## src/rtl/shifter_seq_pkg.sv

```systemverilog
// Shared definitions for the multi-cycle shifter: op codes, FSM states and widths.
// The op codes match the single-cycle shifter stages in the execute datapath.
package shifter_seq_pkg;

  localparam int unsigned WIDTH_DEF = 16;
  localparam int unsigned OP_W      = 3;

  localparam logic [OP_W-1:0] SH_ROL = 3'b000;
  localparam logic [OP_W-1:0] SH_ROR = 3'b001;
  localparam logic [OP_W-1:0] SH_SLL = 3'b010;
  localparam logic [OP_W-1:0] SH_SRA = 3'b011;
  localparam logic [OP_W-1:0] SH_SRL = 3'b100;

  typedef enum logic [1:0] {
    ST_IDLE  = 2'b00,
    ST_SHIFT = 2'b01,
    ST_DONE  = 2'b10
  } state_e;

  // Codes above SRL are reserved and flagged as illegal.
  function automatic logic op_illegal(input logic [OP_W-1:0] op);
    return op > SH_SRL;
  endfunction

endpackage

```

## src/rtl/shifter_seq_step.sv

```systemverilog
// Combinational shift stage: applies k (0..STEP) single-bit steps of the given op.
module shift_step
  import shifter_seq_pkg::*;
#(
  parameter int unsigned WIDTH = WIDTH_DEF,
  parameter int unsigned STEP  = 1,
  localparam int unsigned CNT_W = $clog2(WIDTH)
) (
  input  logic [WIDTH-1:0] data,
  input  logic [OP_W-1:0]  op,
  input  logic [CNT_W-1:0] k,
  output logic [WIDTH-1:0] result
);

  function automatic logic [WIDTH-1:0] shift1(input logic [WIDTH-1:0] d,
                                               input logic [OP_W-1:0] o);
    logic [WIDTH-1:0] r;
    r = d;
    case (o)
      SH_ROL:  r = {d[WIDTH-2:0], d[WIDTH-1]};
      SH_ROR:  r = {d[0], d[WIDTH-1:1]};
      SH_SLL:  r = {d[WIDTH-2:0], 1'b0};
      SH_SRA:  r = {d[WIDTH-1], d[WIDTH-1:1]};
      SH_SRL:  r = {1'b0, d[WIDTH-1:1]};
      default: r = d;
    endcase
    return r;
  endfunction

  // A k-bit step is k chained 1-bit steps; the chain is unrolled to STEP stages.
  always_comb begin
    result = data;
    for (int unsigned i = 0; i < STEP; i++) begin
      if (CNT_W'(i) < k) result = shift1(result, op);
    end
  end

endmodule

```

## src/rtl/shifter_seq.sv

```systemverilog
// Multi-cycle shift/rotate unit: shifts at most STEP bits per cycle, holds busy
// while shifting and pulses done with the registered result.
module shifter_seq
  import shifter_seq_pkg::*;
#(
  parameter int unsigned WIDTH = WIDTH_DEF,
  parameter int unsigned STEP  = 1,
  localparam int unsigned CNT_W = $clog2(WIDTH)
) (
  input  logic             clk,
  input  logic             rst,
  input  logic             start,
  input  logic [WIDTH-1:0] in,
  input  logic [OP_W-1:0]  op,
  input  logic [CNT_W-1:0] cnt,
  output logic             busy,
  output logic             done,
  output logic             err,
  output logic [WIDTH-1:0] out
);

  state_e           state, state_next;
  logic [WIDTH-1:0] data, data_next, stepped, out_next;
  logic [OP_W-1:0]  op_q, op_next;
  logic [CNT_W-1:0] rem, rem_next, k, rem_after;
  logic             accept, err_next;

  assign accept    = start && (state != ST_SHIFT);
  assign k         = (rem < CNT_W'(STEP)) ? rem : CNT_W'(STEP);
  assign rem_after = rem - k;

  shift_step #(.WIDTH(WIDTH), .STEP(STEP)) u_step (
    .data   (data),
    .op     (op_q),
    .k      (k),
    .result (stepped)
  );

  // State register plus registered status outputs decoded from the next state.
  always_ff @(posedge clk) begin
    if (rst) begin
      state <= ST_IDLE;
      busy  <= 1'b0;
      done  <= 1'b0;
      err   <= 1'b0;
      out   <= '0;
      data  <= '0;
      op_q  <= '0;
      rem   <= '0;
    end else begin
      state <= state_next;
      busy  <= (state_next == ST_SHIFT);
      done  <= (state_next == ST_DONE);
      err   <= err_next;
      out   <= out_next;
      data  <= data_next;
      op_q  <= op_next;
      rem   <= rem_next;
    end
  end

  // Next-state logic.
  always_comb begin
    state_next = state;
    case (state)
      ST_IDLE, ST_DONE: begin
        if (start) begin
          state_next = (op_illegal(op) || (cnt == '0)) ? ST_DONE : ST_SHIFT;
        end else begin
          state_next = ST_IDLE;
        end
      end
      ST_SHIFT: begin
        if (rem_after == '0) state_next = ST_DONE;
      end
      default: state_next = ST_IDLE;
    endcase
  end

  // Datapath: operand capture, per-cycle step, result and error update on DONE entry.
  always_comb begin
    data_next = data;
    op_next   = op_q;
    rem_next  = rem;
    out_next  = out;
    err_next  = 1'b0;
    if (accept) begin
      data_next = in;
      op_next   = op;
      rem_next  = cnt;
      if (state_next == ST_DONE) begin
        out_next = in;
        err_next = op_illegal(op);
      end
    end else if (state == ST_SHIFT) begin
      data_next = stepped;
      rem_next  = rem_after;
      if (state_next == ST_DONE) out_next = stepped;
    end
  end

endmodule
```

## config.mk

```make
export PLATFORM = sky130hd
export DESIGN_NAME = shifter_seq
export DESIGN_NICKNAME = d
export VERILOG_FILES = /design/src/rtl/shifter_seq_pkg.sv /design/src/rtl/shifter_seq_step.sv /design/src/rtl/shifter_seq.sv
export SDC_FILE = /design/constraint.sdc
export NUM_CORES = 1
export LEC_CHECK = 0
export CAP_MARGIN = 20
export CORE_MARGIN = 3
export CORE_UTILIZATION = 34
export CTS_BUF_LIST = sky130_fd_sc_hd__clkbuf_8
export CTS_CLUSTER_SIZE = 8
export DETAILED_ROUTE_END_ITERATION = 12
export SETUP_SLACK_MARGIN = 0.15
export SLEW_MARGIN = 20
export SYNTH_ARGS = -nofsm -noshare
export SYNTH_HDL_FRONTEND = slang
export SYNTH_SLANG_ARGS = --single-unit
export TNS_END_PERCENT = 5
```

## constraint.sdc

```tcl
create_clock -name clk -period 4.6 [get_ports clk]
set_input_delay 0.92 -clock clk [delete_from_list [all_inputs] [get_ports clk]]
set_output_delay 0.92 -clock clk [all_outputs]
set_load 0.005 [all_outputs]
```

======== After elaboration in Yosys (flattened, before gate mapping) ========
Index checks and enable logic that the tools add are counted.
cells by class
  order comparisons ....................... 3
  reduce and logical (&&, ||, !) cells .... 10
  $add $sub $neg .......................... 1
  equal/unequal tests ..................... 9
  multiplexer cells ....................... 15
  bitwise operators ....................... 2
operator list
  cell                                                                          number
  16-bit 2-to-1 mux                                                             7
  16-bit one-hot mux with 5 select lines                                        1
  4-bit 2-to-1 mux                                                              3
  4-bit logical NOT                                                             2
  3-bit by 2-bit == test with 1-bit output, second input constant               2
  2-bit 2-to-1 mux                                                              3
  2-bit by 1-bit == test with 1-bit output, second input constant               2
  2-bit == test, second input constant                                          2
  1-bit by 4-bit less-than comparator with 1-bit output, first input constant   1
  4-bit by 1-bit less-than comparator with 1-bit output, second input constant  1
  2-bit one-hot mux with 2 select lines                                         1
  4-bit subtractor                                                              1
  3-bit by 1-bit == test with 1-bit output, second input constant               1
  3-bit == test, second input constant                                          1
  3-bit greater-than comparator, second input constant                          1
  3-bit logical NOT                                                             1
  3-bit OR reduction                                                            1
  2-bit logical NOT                                                             1
  2-bit by 1-bit inequality test with 1-bit output, second input constant       1
  1-bit NOT                                                                     2
  2-bit AND reduction                                                           1
  2-bit nonzero test                                                            1
  2-bit OR reduction                                                            1
  1-bit logical AND                                                             1
  1-bit logical OR                                                              1
storage, ports and cells
  word-level logic and storage cells ...... 48
  bits of input ports ..................... 26
  flip-flop bits (word level) ............. 44
  output and inout port bits .............. 19

======== Logic depth before layout (Yosys ltp) ========
Gate-level depths: netlist of run 1.
  depth after elaboration ................. 10
  mapped depth ............................ 12
  depth with buffers taken out ............ 7

======== Modules after synthesis ========
From an unflattened synthesis of run 1, not the netlist that was laid out.
unflattened totals
  cell total of the unflattened synthesis .. 260
  area total of the unflattened synthesis .. 2553.7 um2
by module, submodules not included
  module       seq. area each (um2)  times used  cells an instance  area each (um2)
  shifter_seq  880.8                 1           216                2031.9
  shift_step   0.0                   1           44                 521.8

======== Worst setup path after synthesis of run 1 ========
No wires, ideal clock.
  kind .................................... register -> register
  from .................................... register rem[1]
  to ...................................... register out[10]
  period minus slack after synthesis ...... 2.755 ns
  buffers on the path ..................... 5
  required time ........................... 4.459 ns
  cell stages (with the launch flop) ...... 13
  arrival ................................. 2.614 ns
  slack ................................... 1.845 ns
  cell sequence ........................... dfxtp_1 -> buf_6 -> nor4_1 -> buf_2 -> buf_2 -> or2_2 -> ha_1 -> or2_2 -> a311oi_4 -> or2_1 -> buf_6 -> buf_12 -> a311oi_2
on the way
  word-level cells in the longest chain between the ends .. 8
RTL lines
  what                                                   RTL line                              text
  start, declared                                        shifter_seq.sv:25                     logic [CNT_W-1:0] rem, rem_next, k, rem_after;
  start signal, assigned                                 shifter_seq.sv:58                     rem <= rem_next;
  4-bit by 1-bit less-than comparator with 1-bit output  shifter_seq.sv:29                     assign k = (rem < CNT_W'(STEP)) ? rem : CNT_W'(STEP);
  4-bit 2-to-1 mux                                       shifter_seq.sv:29
  4-bit subtractor                                       shifter_seq.sv:30                     assign rem_after = rem - k;
  4-bit logical NOT                                      shifter_seq.sv:74                     if (rem_after == '0) state_next = ST_DONE;
  2-bit 2-to-1 mux                                       shifter_seq.sv:74
  2-bit one-hot mux with 2 select lines                  shifter_seq.sv:65                     case (state)
  2-bit == test                                          shifter_seq.sv:91, shifter_seq.sv:98
  2-bit AND reduction (no line)                          n/a
  end signal, assigned                                   shifter_seq.sv:55                     out <= out_next;
  end, declared                                          shifter_seq.sv:19                     output logic [WIDTH-1:0] out
Parallel ways exist; a longest one is shown, timed or not. The select of a mux whose other input is x is not followed.
A chain may end at the register's enable or synchronous reset.

======== Worst setup path after layout of run 1 ========
  from .................................... register rem[1]
  to ...................................... register out[9]
The elaborated chain is that of the path after synthesis.

==> flow_summary.yaml, run 1 <==
timing:
  min_period_over_period_pct: 73.2
  max_slew_margin_pct: 32.5
  fmax_mhz: 297
  tns_ps: 0
  setup_viol: 0
  grt_setup_unrepaired: "no"
  fin_crit_ps: 3370
  hold_viol_final: 0
  fin_worst_skew_ps: 7.84
  slew_viol_final: 0
  worst_pin_slew_ps: 1010
critical_path:
  worstRegToRegCells: 9
  cp-end-kind: "flip-flop"
  rrSetupSlack_ps: 1230
  r2r_end: "out[9]"
  cp.arrival_ps: 3490
  crit_fanout: 20
  cp-start-kind: "flip-flop"
  startpoint: "rem[1]"
  critical_path_class: "reg -> reg"
  r2r_start: "rem[1]"
  endpoint: "out[9]"
  cp.required_ps: 4720
run_status:
  status: "finished, final reports clean"
pwr:
  p_leak_nw: 1.02
  combPwrFrac_pct: 31.4
  p_clk_share_pct: 23.7
  switchingPower_w: 0.000331
  p_per_area_nw_per_um2: 351
  pwr-share-seq_pct: 44.9
  p_total_w: 0.00103
  max-vdd-ir-drop_mv: 0.160
  sw_frac_of_total_pct: 32.1
  internal_power_w: 0.000700
die:
  die_x_um: 90.3
  io-pin-count: 45
  start_util_pct: 35.3
  coreArea_um2: 6830
  dieHeight_um: 90.3
  rows: 30
  dieArea_um2: 8150
run:
  cap_viol_max_count: 0
route:
  wirelength_um: 6290
  first_pass_iters: 4
  ant_nets: 0
  num_vias: 2185
  vias_per_cell: 5.55
  drt_iter0_markers: 90
  avgRoutedWirePerCell_um: 16.0
  drcViolationCount: 0
finish:
  finalNetCount: 324
  layout-drive-gt1-share_pct: 10.4
  fill_cells: 697
  area.growth.synth_to_final_pct: 21.6
  diodes: 0
  instances_no_fill: 394
global_route:
  antenna_found_initial: 0
  grt_pass1_vias: 2072
  gr-total-overflow: 0
  grt_start_max_net_pins: 45
  grt_usage_pct: 15.3
  grt_pass1_wl_um: 10400
synth:
  synth-xor-area-share_pct: 0
  synth_cell_types: 44
  synth_top_family_by_area: "compound AO/OA/AOI/OAI gates"
  yosysSeqAreaShare_pct: 36.5
  synth_simple_gate_area_share_pct: 18.4
  synthTopCellsByArea: "dfxtp_1 (36%), a311oi_2 (6.8%), a311oi_1 (6.5%)"
  synth_compound_area_share_pct: 35.8
  synth_top_cell_by_area: "dfxtp_1"
  ys_ff_latch: 44
  synth_fp_nets: 296
  synth_adder_area_share_pct: 0.518
  syn_avg_cell_area_um2: 8.97
  postSynthCellCount: 269
  yosys-mux-area-fraction_pct: 1.66
  yosys_warnings: 0
  yosys.area.top_type_share_pct: 36.5
  mappedNetlistArea_um2: 2410
place:
  dpl.hpwl_um: 4150
  gp_congestion: 0.789
  place_inst: 386
  io_buffers: 44
cts:
  cts-buffers-inserted: 5
  cts_resized: 0
  cts_tree: "yes"
  clkTransAtPathRegs_ps: 80
  cts_num_sinks: 44
  cts_buffer_depth: 2
  post_cts_buffers: 0
  clk_latency_ps: 290
  cts-root-buf: "clkbuf_8"
  cts-htree-levels: 2
  postCtsHoldBufs: 0
hold_path:
  hp-class: "reg -> reg"
## layer usage
layer / vias up / track usage, % / share of wire (%)
met5: - / 0 / 0
met4: 0 / 4.46 / 0.60
met3: 4 / 2.50 / 3.6
met2: 50 / 25.0 / 46
li1: 1093 / - / -
met1: 1038 / 20.8 / 49
## power groups by stage
stage | clock network [W] | registers [W] | logic (W)
3_3_place_gp | 0 | 0.000472 | 0.000320
6_report | 0.000244 | 0.000463 | 0.000324
4_1_cts | 0.000253 | 0.000463 | 0.000325
2_1_floorplan | 0 | 0.000460 | 0.000237
5_1_grt | 0.000269 | 0.000471 | 0.000354
3_5_place_dp | 0 | 0.000472 | 0.000323
## flip-flops by register name, summed over array words and instances (netlist names)
signal  cells
out        16
rem         4
op_q        3
data       16
err         1
busy        1
done        1
state       2
## cells by family (layout without fill, tap and decap cells)
family	count (synthesis)	in the layout
DFF	44	44
adders and majority gates	1	1
muxes	4	4
and+or+nand+nor	92	92
AOI/OAI and AO/OA	98	98
buffers and inverters	30	59
## through the flow
| step | instance area [µm²] | hold WS [ps] | setup slack (ps) | util, % |
|---|---|---|---|---|
| after floorplan | 2410 | 480 | 1840 | - |
| after global placement | 2840 | 518 | 1190 | 41.6 |
| after detailed placement | 2840 | 527 | 1090 | 41.6 |
| after CTS | 2930 | 535 | 1230 | 42.9 |
| after global routing | 2930 | 558 | 1050 | 42.9 |
| final | 2930 | 531 | 1230 | 42.9 |
## cells in the final DEF, fill, tap and decap left out, drive strengths merged, types with 2 or more instances in the layout
cell / count
buf: 5
a21oi: 7
or4: 2
nand2b: 4
nor3: 18
a211o: 14
nand2: 25
a211oi: 6
o21ai: 6
nor4: 2
clkbuf: 6
a311oi: 30
a21boi: 13
nor2b: 2
dfxtp: 44
or3b: 3
inv: 5
o21bai: 2
or2: 4
mux2i: 4
o221ai: 13
clkdlybuf4s50: 43
nor2: 29
## final cells by class
type                    count  area (µm²)  share of cell area, %
well taps                  96         120                   4.09
repair buffers             48         465                   15.9
multi-input cells         195        1370                   46.6
inverters                   3        11.3                  0.384
clock inverters             2        7.51                  0.256
flip-flops and latches     44         881                   30.0
clock buffers               6        82.6                   2.81
## worst max-delay path, stage by stage (launching register included)
cell	delay, ps
dfxtp_1	490
nor4_2	80
buf_4	210
or2_2	310
ha_1	280
or2_2	310
a311oi_4	260
buf_4	300
or2_1	730
a311oi_2	220
## how the worst min path moves through the flow
stage	start	end	slack [ps]	cells past startpoint
2_1_floorplan	rem[3]	rem[3]	480	2
3_3_place_gp	data[5]	data[5]	520	2
3_5_place_dp	data[10]	data[10]	530	2
4_1_cts	data[10]	data[10]	530	2
5_1_grt	data[11]	data[11]	560	2
6_report	data[10]	data[10]	530	2
## synth_stat cells
cell	count
o211ai_1	1
or2_1	1
a311oi_4	1
a21boi_0	9
mux2i_1	4
a21oi_2	1
nor4_1	2
a211oi_1	6
nand2b_1	4
dfxtp_1	44
a211o_1	14
a22oi_1	1
a311oi_2	11
nor3_1	18
nor2_1	29
buf_6	4
or3b_4	1
nand2_1	25
nand3b_1	1
a21oi_1	6
buf_12	1
o311ai_0	1
o21ai_0	6
o21bai_1	2
o22a_1	1
o22ai_1	1
buf_4	1
or3b_2	1
nor2b_1	2
ha_1	1
or2_2	3
or3b_1	1
nor3b_1	1
a21boi_1	4
clkbuf_1	12
o21a_1	1
or4_1	2
nand4bb_2	1
buf_2	8
a31oi_1	1
buf_1	1
inv_1	3
o221ai_1	13
a311oi_1	18
Note: power is estimated with default switching activity, not from simulation.
==> run 2: changes to the inputs <==
==> constraint.sdc (replaced) <==
create_clock -name clk -period 3.2 [get_ports clk]
set_input_delay 0.64 -clock clk [delete_from_list [all_inputs] [get_ports clk]]
set_output_delay 0.64 -clock clk [all_outputs]
set_load 0.005 [all_outputs]
==> run 2 against run 1 <==
- final cell count rose by 1.8%
- die area is the same
- via count is 0.96% higher
- non-clock buffer count increased by 7
- largest power group unchanged
- register-to-register slack got worse by 640 ps
- sequential share of layout area decreased by 0.70 points
- power rose by 52%
- maximum frequency up 29%
- cell area is 2.4% higher
- clock power is 72% higher
- routed wire length grew 1.1%
==> flow_summary.yaml, run 2 (synthesized netlist as in run 1, its figures left out) <==
run_status:
  status: "finished, final reports clean"
finish:
  layout_common_cells: "dfxtp_1 (44), clkdlybuf4s50_1 (43), nor2_1 (29), nand2_1 (25)"
  instances_no_fill: 401
  finalNetCount: 331
  area.growth.synth_to_final_pct: 24.5
  layout_commonest_cell: "dfxtp_1"
  diodes: 0
  reg.largest.list: "data x16, out x16, rem x4"
  layout-drive-gt1-share_pct: 12.8
  register_area_um2: 881
  fill_cells: 741
  multi_input_area_um2: 1370
critical_path:
  cp.required_ps: 3340
  cp-start-kind: "flip-flop"
  cp-end-kind: "flip-flop"
  critical_path_class: "reg -> reg"
  r2r_start: "rem[1]"
  worstRegToRegCells: 8
  crit_fanout: 16
  startpoint: "rem[1]"
  cp.arrival_ps: 2740
timing:
  fin_worst_skew_ps: 9.29
  grt_setup_unrepaired: "no"
  fin_crit_ps: 2610
  slew_viol_final: 0
  hold_viol_final: 0
  worst_pin_slew_ps: 946
  setup_viol: 0
  min_period_over_period_pct: 81.4
  tns_ps: 0
  fmax_mhz: 384
  max_slew_margin_pct: 36.9
pwr:
  p_clk_share_pct: 26.8
  p_total_w: 0.00156
  p_leak_nw: 1.06
  combPwrFrac_pct: 30.6
  internal_power_w: 0.00108
  max-vdd-ir-drop_mv: 0.239
  p_per_area_nw_per_um2: 521
  switchingPower_w: 0.000488
  pwr-share-seq_pct: 42.6
  sw_frac_of_total_pct: 31.2
run:
  cap_viol_max_count: 0
global_route:
  antenna_found_initial: 0
  gr-total-overflow: 0
  grt_start_max_net_pins: 45
  grt_pass1_wl_um: 10300
  grt_pass1_vias: 2034
  grt_usage_pct: 15.4
place:
  io_buffers: 44
  gp_congestion: 0.807
  place_inst: 393
  dpl.hpwl_um: 4300
cts:
  post_cts_buffers: 0
  clkTransAtPathRegs_ps: 90
  cts-buffers-inserted: 5
  cts_tree: "yes"
  cts-htree-levels: 2
  clk_latency_ps: 300
  postCtsHoldBufs: 0
  cts_num_sinks: 44
  cts-root-buf: "clkbuf_8"
  cts_resized: 0
  cts_buffer_depth: 2
route:
  drcViolationCount: 0
  drt_iter0_markers: 85
  num_vias: 2206
  wirelength_um: 6360
  ant_nets: 0
  avgRoutedWirePerCell_um: 15.9
  vias_per_cell: 5.50
  first_pass_iters: 4
die:
  start_util_pct: 35.3
  io-pin-count: 45
  dieArea_um2: 8150
  dieHeight_um: 90.3
  die_x_um: 90.3
  rows: 30
  coreArea_um2: 6830
hold_path:
  hp-start: "data[8]"
  whs_path_depth: 2
  hp-class: "reg -> reg"
==> run 2: cell count changes in the layout (fill, tap and decap cells not counted), sizes merged <==
cell / before / now
buf: 5 / 12
bufinv: 0 / 1
clkbuf: 6 / 5
clkinv: 0 / 1
inv: 5 / 4
==> run 2: through the flow <==
step	worst slack (ps)	utilization (%)	hold slack, ps	area, µm²
2_1_floorplan	445	-	480	2410
3_3_place_gp	581	42.4	518	2900
3_5_place_dp	554	42.4	526	2900
4_1_cts	586	44.0	538	3000
5_1_grt	455	44.0	565	3000
6_report	594	44.0	539	3000
==> run 2: path summary, 6_finish.rpt <==
path              to  slack, ps
min          data[8]        540
max reg2reg  out[11]        590
max          out[11]        590
min reg2reg  data[8]        540
==> run 2: area by class of cell <==
cell class,count,share of cell area (%)
multi-input combinational,195,45.5
sequential,44,29.3
timing repair buffer,55,17.2
tap,96,4.00
clock buffer,5,2.29
clock inverter,3,1.29
inverter,3,0.375
==> run 2: layer usage <==
| layer | share of wire, % | GRT usage (%) | wire (µm) |
|---|---|---|---|
| met4 | 0.90 | 4.85 | 57 |
| met1 | 49 | 21.5 | 3130 |
| met5 | 0 | 0 | 0 |
| met2 | 46 | 23.8 | 2930 |
| met3 | 3.8 | 3.00 | 240 |
==> run 2: worst max-delay path: stages (launching register included) <==
cell and delay, ps:
dfxtp_1 480, nor4_2 90, or2_2 300, ha_1 290, or2_2 310, a311oi_4 410
or2_1 160, buf_4 270, a311oi_2 140
==> run 2: power groups by stage <==
stage	sequential (W)	clock (W)	combinational, W
floorplan	0.000661	0	0.000341
detailed placement	0.000679	0	0.000478
finish	0.000667	0.000419	0.000478
CTS	0.000667	0.000430	0.000481
global route	0.000677	0.000454	0.000524
global placement	0.000679	0	0.000474
==> run 3: changes to the inputs <==
==> constraint.sdc (replaced) <==
create_clock -name clk -period 2.45 [get_ports clk]
set_input_delay 0.49 -clock clk [delete_from_list [all_inputs] [get_ports clk]]
set_output_delay 0.49 -clock clk [all_outputs]
set_load 0.005 [all_outputs]
==> run 3 against run 2 <==
- clock skew is 1.3 ps higher
- via count is 2.9% higher
- power is 38% higher
- flip-flop and latch count stayed put
- first-iteration DRC count is 39% higher
- setup slack worse by 390 ps
- core utilization is 2.4 points higher
- largest power group unchanged
- highest routed layer unchanged
==> flow_summary.yaml, run 3 (synthesized netlist as in run 1, its figures left out) <==
run_status:
  status: "finished, final reports clean"
finish:
  final_core_util_pct: 46.3
  layout_commonest_cell: "clkdlybuf4s50_1"
  diodes: 0
  final_cell_area_um2: 3170
  reg.largest.list: "data x16, out x16, rem x4"
  finalNetCount: 340
  layout-drive-gt1-share_pct: 16.9
  layout_common_cells: "clkdlybuf4s50_1 (43), dfxtp_1 (41), nor2_1 (29), nand2_1 (25)"
  fill_cells: 673
  area.growth.synth_to_final_pct: 31.2
pwr:
  max-vdd-ir-drop_mv: 0.278
  sw_frac_of_total_pct: 30.1
  p_leak_nw: 1.12
  p_per_area_nw_per_um2: 683
  combPwrFrac_pct: 31.4
  p_clk_share_pct: 28.4
  switchingPower_w: 0.000650
  pwr-share-seq_pct: 40.2
  internal_power_w: 0.00151
global_route:
  grt_pass1_wl_um: 10400
  grt_pass1_vias: 2142
  grt_start_max_net_pins: 30
  gr-total-overflow: 0
  grt_usage_pct: 15.4
  antenna_found_initial: 0
cts:
  cts-buffers-inserted: 5
  cts_buffer_depth: 2
  cts_num_sinks: 44
  clkTransAtPathRegs_ps: 80
  cts-root-buf: "clkbuf_8"
  cts-htree-levels: 2
  postCtsHoldBufs: 0
  cts_resized: 0
  cts_tree: "yes"
  clk_latency_ps: 300
  post_cts_buffers: 0
hold_path:
  hp-start: "data[11]"
  hp-class: "reg -> reg"
  holdPathEnd: "data[11]"
  whs_path_depth: 2
route:
  drt_iter0_markers: 118
  avgRoutedWirePerCell_um: 15.5
  first_pass_iters: 4
  wirelength_um: 6360
  ant_nets: 0
  vias_per_cell: 5.54
  num_vias: 2270
  drcViolationCount: 0
timing:
  slew_viol_final: 0
  max_slew_margin_pct: 67.1
  tns_ps: 0
  setup_viol: 0
  worst_pin_slew_ps: 494
  layout_setup_ws_ps: 205
  fin_crit_ps: 2240
  hold_viol_final: 0
  fin_worst_skew_ps: 10.6
  grt_setup_unrepaired: "yes"
  fmax_mhz: 446
  min_period_over_period_pct: 91.6
run:
  cap_viol_max_count: 0
place:
  placedInstanceArea_um2: 3030
  post-place-ws_ps: 103
  gp_congestion: 0.778
  dpl.hpwl_um: 4420
  io_buffers: 44
die:
  die_x_um: 90.3
  dieArea_um2: 8150
  io-pin-count: 45
  start_util_pct: 35.3
  coreArea_um2: 6830
  dieHeight_um: 90.3
  rows: 30
critical_path:
  crit_fanout: 16
  rrSetupSlack_ps: 210
  worstRegToRegCells: 8
  critical_path_class: "reg -> reg"
  r2r_start: "rem[0]"
  cp.required_ps: 2610
  cp-start-kind: "flip-flop"
  cp.arrival_ps: 2400
  cp-end-kind: "flip-flop"
  r2r_end: "out[0]"
-- run 3: cell count changes in the layout (fill, tap and decap cells not counted), sizes merged --
| cell | change |
|---|---|
| clkbuf | +2 |
| inv | -1 |
| clkinv | -1 |
| buf | +9 |
-- run 3: power by group through the flow --
stage	registers [W]	logic, W	clock network (W)
floorplan	0.000867	0.000471	0
global placement	0.000885	0.000673	0
detailed placement	0.000886	0.000679	0
CTS	0.000870	0.000682	0.000631
global route	0.000882	0.000744	0.000663
finish	0.000870	0.000678	0.000614
-- run 3: worst max path at each step --
stage	cells after the start	end	from	slack, ps
6_report	8	out[0]	rem[0]	210
5_1_grt	8	out[0]	rem[0]	90
4_1_cts	8	err	rem[0]	200
3_5_place_dp	6	err	cnt[0]	100
3_3_place_gp	6	err	cnt[0]	130
2_1_floorplan	11	out[10]	rem[0]	-60
-- run 3: metal layers --
layer | global-route usage, % | up-vias | share of wire, % | routed length [µm]
met5 | 0 | - | 0 | 0
met4 | 3.83 | 0 | 1.0 | 65
li1 | - | 1125 | - | -
met1 | 20.9 | 1086 | 48 | 3040
met3 | 2.92 | 7 | 4.7 | 301
met2 | 25.2 | 52 | 46 | 2950
-- run 3: cell type report --
class,count,area (µm²),area share (%)
Multi-Input combinational cell,195,1390,44.0
Sequential cell,44,885,27.9
Timing Repair Buffer,64,631,19.9
Tap cell,96,120,3.79
Clock buffer,7,96.3,3.04
Clock inverter,1,30.0,0.949
Inverter,3,11.3,0.356
-- run 3: critical path, cell delays in order (launching register included) --
cell	delay, ps
dfxtp_2	370
nor4_4	270
or2_4	180
ha_4	140
or3b_4	390
a311oi_4	300
or2_1	190
buf_12	170
a311oi_1	100
-- run 3: per-stage QoR --
step,cells,power [W],hold WS (ps)
final,410,0.00216,533
after global routing,410,0.00229,563
after CTS,410,0.00218,533
after detailed placement,402,0.00157,520
after global placement,402,0.00156,516
after floorplan,269,0.00134,480
